$ cat src/rtl/video_types.sv
// Shared video-subsystem types: register addresses, OAM sizing and the OAM DMA state encoding.
package video_types;

  localparam logic [15:0] OAM_DMA_ADDR = 16'hFF46;
  localparam int          OAM_SIZE     = 160;

  typedef enum logic [2:0] {
    IDLE  = 3'd0,
    START = 3'd1,
    RD    = 3'd2,
    CAP   = 3'd3,
    WR    = 3'd4,
    DONE  = 3'd5
  } DmaState;

  // Echo RAM pages E0-FF alias WRAM C0-DF.
  function automatic logic [7:0] echo_remap(input logic [7:0] page);
    return (page >= 8'hE0) ? page - 8'h20 : page;
  endfunction

endpackage

$ cat src/rtl/oam_dma.sv
// OAM DMA engine: a write to FF46 copies XFER_LEN bytes from {src,8'h00} into OAM at DEST_BASE.
// Build option OAM_DMA_ECHO_REMAP_EN redirects echo-RAM source pages to WRAM.
module oam_dma
  import video_types::*;
#(
  parameter int          XFER_LEN  = OAM_SIZE,
  parameter logic [15:0] DEST_BASE = 16'hFE00
) (
  input  logic        clk,
  input  logic        reset_n,
  input  logic        reg_wr,
  input  logic [7:0]  reg_wdata,
  output logic [7:0]  reg_rdata,
  output logic        m_req,
  input  logic        m_gnt,
  output logic [15:0] m_addr,
  output logic        m_rd,
  output logic        m_wr,
  output logic [7:0]  m_wdata,
  input  logic [7:0]  m_rdata,
  output logic        dma_active,
  output logic        dma_done,
  output logic [2:0]  dbg_state
);

  DmaState    state_q, state_d;
  logic [7:0] src_q;
  logic [7:0] idx_q;
  logic [7:0] data_q;
  logic [7:0] src_eff;
  logic       last_byte;

`ifdef OAM_DMA_ECHO_REMAP_EN
  assign src_eff = echo_remap(src_q);
`else
  assign src_eff = src_q;
`endif

  assign last_byte = (idx_q == 8'(XFER_LEN - 1));
  assign reg_rdata = src_q;
  assign dbg_state = state_q;

  always_ff @(posedge clk or negedge reset_n) begin
    if (!reset_n) begin
      state_q <= IDLE;
      src_q   <= 8'h00;
      idx_q   <= 8'h00;
      data_q  <= 8'h00;
    end else begin
      state_q <= state_d;
      if (reg_wr)
        src_q <= reg_wdata;
      if (state_q == START)
        idx_q <= 8'h00;
      else if (state_q == WR && m_gnt)
        idx_q <= idx_q + 8'd1;
      // Read data returns the cycle after the accepted read, which is always CAP.
      if (state_q == CAP)
        data_q <= m_rdata;
    end
  end

  always_comb begin
    state_d = state_q;
    case (state_q)
      IDLE:    state_d = IDLE;
      START:   state_d = RD;
      RD:      if (m_gnt) state_d = CAP;
      CAP:     state_d = WR;
      WR:      if (m_gnt) state_d = last_byte ? DONE : RD;
      DONE:    state_d = IDLE;
      default: state_d = IDLE;
    endcase
    // A new FF46 write restarts the copy and suppresses a pending completion.
    if (reg_wr)
      state_d = START;
  end

  // Bus handshake: m_req holds while a byte is in flight; a read or write takes
  // effect only in a cycle with m_gnt=1, and m_rd/m_wr are asserted exactly then.
  // Address and write data are driven only alongside their strobe, otherwise 0.
  always_comb begin
    m_req      = 1'b0;
    m_rd       = 1'b0;
    m_wr       = 1'b0;
    m_addr     = 16'h0000;
    m_wdata    = 8'h00;
    dma_active = 1'b0;
    dma_done   = 1'b0;
    case (state_q)
      START: dma_active = 1'b1;
      RD: begin
        m_req      = 1'b1;
        dma_active = 1'b1;
        m_rd       = m_gnt;
        if (m_gnt)
          m_addr = {src_eff, idx_q};
      end
      CAP: begin
        m_req      = 1'b1;
        dma_active = 1'b1;
      end
      WR: begin
        m_req      = 1'b1;
        dma_active = 1'b1;
        m_wr       = m_gnt;
        if (m_gnt) begin
          m_addr  = DEST_BASE + 16'(idx_q);
          m_wdata = data_q;
        end
      end
      DONE:    dma_done = 1'b1;
      default: ;
    endcase
  end

endmodule
$ cat config.mk
export PLATFORM = sky130hd
export DESIGN_NAME = oam_dma
export DESIGN_NICKNAME = d
export VERILOG_FILES = /design/src/rtl/video_types.sv /design/src/rtl/oam_dma.sv
export SDC_FILE = /design/constraint.sdc
export NUM_CORES = 1
export LEC_CHECK = 0
export BUFFER_PORTS_ARGS = -buffer_cell sky130_fd_sc_hd__buf_2
export CAP_MARGIN = 20
export CORE_UTILIZATION = 29
export DETAILED_ROUTE_END_ITERATION = 8
export PLACE_DENSITY = 0.52
export SLEW_MARGIN = 40
export SYNTH_ARGS = -nofsm -noshare
export SYNTH_HDL_FRONTEND = slang
export SYNTH_SLANG_ARGS = --single-unit
$ cat constraint.sdc
create_clock -name clk -period 3.05 [get_ports clk]
set_input_delay 0.1525 -clock clk [delete_from_list [all_inputs] [get_ports clk]]
set_output_delay 0.1525 -clock clk [all_outputs]
set_load 0.01 [all_outputs]
==> results.yml <==
synthesis:
  avgSynthCellArea_sq_um: 10.4
  synth_top_cell_by_area: "dfrtp_1"
  synthAdderAreaFrac: 0.00863
  synth-seq-area-share: 0.466
  synth_edf_count: 0
  async_flop_share: 1.00
  synth_compound_area_frac: 0.0759
  synthMuxAreaShare: 0.138
  synthFlopType: "dfrtp_1"
  synthesis.area_sq_um: 1450
  synth_top_family_by_area: "simple AND/OR/NAND/NOR gates"
  yosys.area_share.xor_xnor: 0.0181
  yosysWarnings: 0
  synth-simple-area-share: 0.243
  synthTopCellsByArea: "dfrtp_1 47%, mux2_2 12%, and2_1 7.3%"
  synth-seq-cells: 27
  yosysTopAreaCellShare: 0.466
  synthCells: 139
  synth_cell_types: 33
  synth_nets: 160
clock_tree:
  cts_buffer_depth: 2
  cts_tree: "done"
  cts_resized: 0
  cts_buffers: 3
  path_clk_slew_ns: 0.09
  post-cts-setup-buffer-count: 0
  root_buffer: "clkbuf_8"
  insertion_delay_ns: 0.27
  htree_levels: 1
  clock_sinks: 27
worst_setup_path:
  crit_chain: "nand4bb_4 -> inv_1 -> and2_1 -> buf_2"
  cpMaxStageDelayCell: "dfrtp_1"
  cp-start-kind: "flip-flop"
  cp-end-kind: "primary output"
  critPathTopFamily: "simple AND/OR/NAND/NOR gates"
  path_max_fanout: 19
  cp.required_ns: 2.90
  crit_arrival_ns: 1.94
  slowest_delay_ns: 0.51
  critPathKind: "flip-flop to primary output"
  cp.buffers_inverters: 2
sta:
  finClkSkew_ns: 0.00422
  period_share: 0.686
  hold_violations: 0
  tightest_slew_ns: 0.608
  maxSlewViolCount: 0
  fmax_mhz: 478
  setup_violations: 0
  grt_setup_unrepaired: "no"
  worst_slack_ns: 0.958
  fin_tns_setup_ns: 0
  period_minus_slack_ns: 2.09
  slew_headroom: 0.595
die:
  core_sq_um: 4750
  die_h_um: 72.7
  dieArea_sq_um: 5290
  die_w_um: 72.7
  initial_core_util: 0.305
  num_rows: 25
  num_io_pins: 60
global_routing:
  grt_pass1_vias: 1091
  antenna_found_initial: 0
  grt_max_degree: 28
  grt_pass1_wl_um: 5330
  grt_usage: 0.127
  gr-total-overflow: 0
pwr:
  ir_worst_vdd_v: 0.000251
  internal-power_mw: 0.581
  power_switching_mw: 0.196
  combinationalPowerShare: 0.172
  pwr-share-seq: 0.571
  clkPwrFrac: 0.257
  cellPowerDensity_nw_per_um2: 424
  swShare: 0.252
  p_leak_nw: 0.937
routing:
  vias_per_cell: 4.51
  drt_wl_total_um: 3240
  drt-initial-drc-count: 46
  vias: 1178
  dr.pass1.iters: 4
  routedWlPerCell_um: 12.4
  postRouteAntennaNets: 0
  drc: 0
placed_design:
  routabilityCongestion: 0.758
  io_buffer_count: 59
  dpl.hpwl_um: 2360
  place_ws_ns: 1.22
layout:
  final_common_cell: "buf_2"
  fin_nets: 216
  n_antenna_cell: 0
  synthToLayoutAreaGrowth_pct: 26.5
  final_cell_mix: "59 x buf_2, 27 x dfrtp_1, 21 x nand2_1"
  drive_gt1_frac: 0.423
min_path:
  hold_class: "primary input to flip-flop"
outcome:
  status: "completed"
job:
  cap_viol_max_count: 0
## kinds of logic (layout without fill, tap and decap cells)
logic type / Yosys count / in the layout
buffers and inverters: 14 / 69
adders and majority gates: 1 / 1
and+or+nand+nor: 60 / 60
DFF: 27 / 27
AOI/OAI and AO/OA: 16 / 16
xor gates and xnor gates: 3 / 3
muxes: 18 / 18
## synthesized netlist by cell type (all sizes together), types with 2 or more instances
cell type / count
and2: 17
clkbuf: 4
o41ai: 2
or3b: 2
nand4: 2
nor2: 3
inv: 4
mux2: 16
nand2: 21
o311ai: 2
nand3: 3
nor3b: 2
xnor2: 3
a21oi: 4
nand2b: 3
dfrtp: 27
mux2i: 2
buf: 6
o21ai: 2
nor4bb: 2
## final timing paths
path	from	endpoint	slack, ns	depth (start not counted)
max reg2reg	dbg_state[1]	idx_q[4]	1.27	4
max in group asynchronous	reset_n	reg_rdata[6]	2.23	2
max	dbg_state[1]	m_wdata[7]	0.96	4
min	m_rdata[0]	data_q[0]	0.11	2
min in group asynchronous	reset_n	data_q[1]	0.42	2
min reg2reg	idx_q[7]	idx_q[7]	0.50	1
## metrics by stage
| stage | cell area (sq um) | power [mW] | utilization | cells | hold slack, ns |
|---|---|---|---|---|---|
| floorplan | 1450 | 0.532 | - | 139 | -0.143 |
| global placement | 1780 | 0.583 | 0.374 | 256 | 0.216 |
| detailed placement | 1780 | 0.586 | 0.374 | 256 | 0.210 |
| CTS | 1830 | 0.792 | 0.386 | 261 | 0.0984 |
| global route | 1830 | 0.832 | 0.386 | 261 | 0.0946 |
| finish | 1830 | 0.777 | 0.386 | 261 | 0.107 |
## layout make-up
class,instances,area (sq um)
sequential,27,676
fill,511,2920
tap,67,83.8
multi-input combinational,98,702
inverter,4,15.0
clock buffer,4,45.0
timing repair buffer,61,313
## flip-flops by register name, indices dropped and copies added, names as in the netlist
register and cells:
data_q 8, reg_rdata 8, idx_q 8, dbg_state 3
## routing by layer
metal	vias up	global-route usage	share of wire
met5	-	0	0
met4	0	0.0261	0.0089
met3	2	0.0221	0.032
met2	31	0.207	0.47
met1	557	0.178	0.48
li1	588	-	-
## power by group through the flow
stage               Clock (mW)  Combinational (mW)  Sequential [mW]
global route             0.227               0.151            0.454
CTS                      0.211               0.136            0.444
finish                   0.200               0.134            0.444
detailed placement           0               0.135            0.450
floorplan                    0              0.0884            0.444
global placement             0               0.135            0.449
## repair_timing
| item | 4_1_cts | 5_1_grt |
|---|---|---|
| setup endpoints to repair | 0 | 0 |
| hold buffers | 1 | 0 |
| endpoints found under the hold margin | 27 | 0 |
Power figures use the tool's default switching activity.
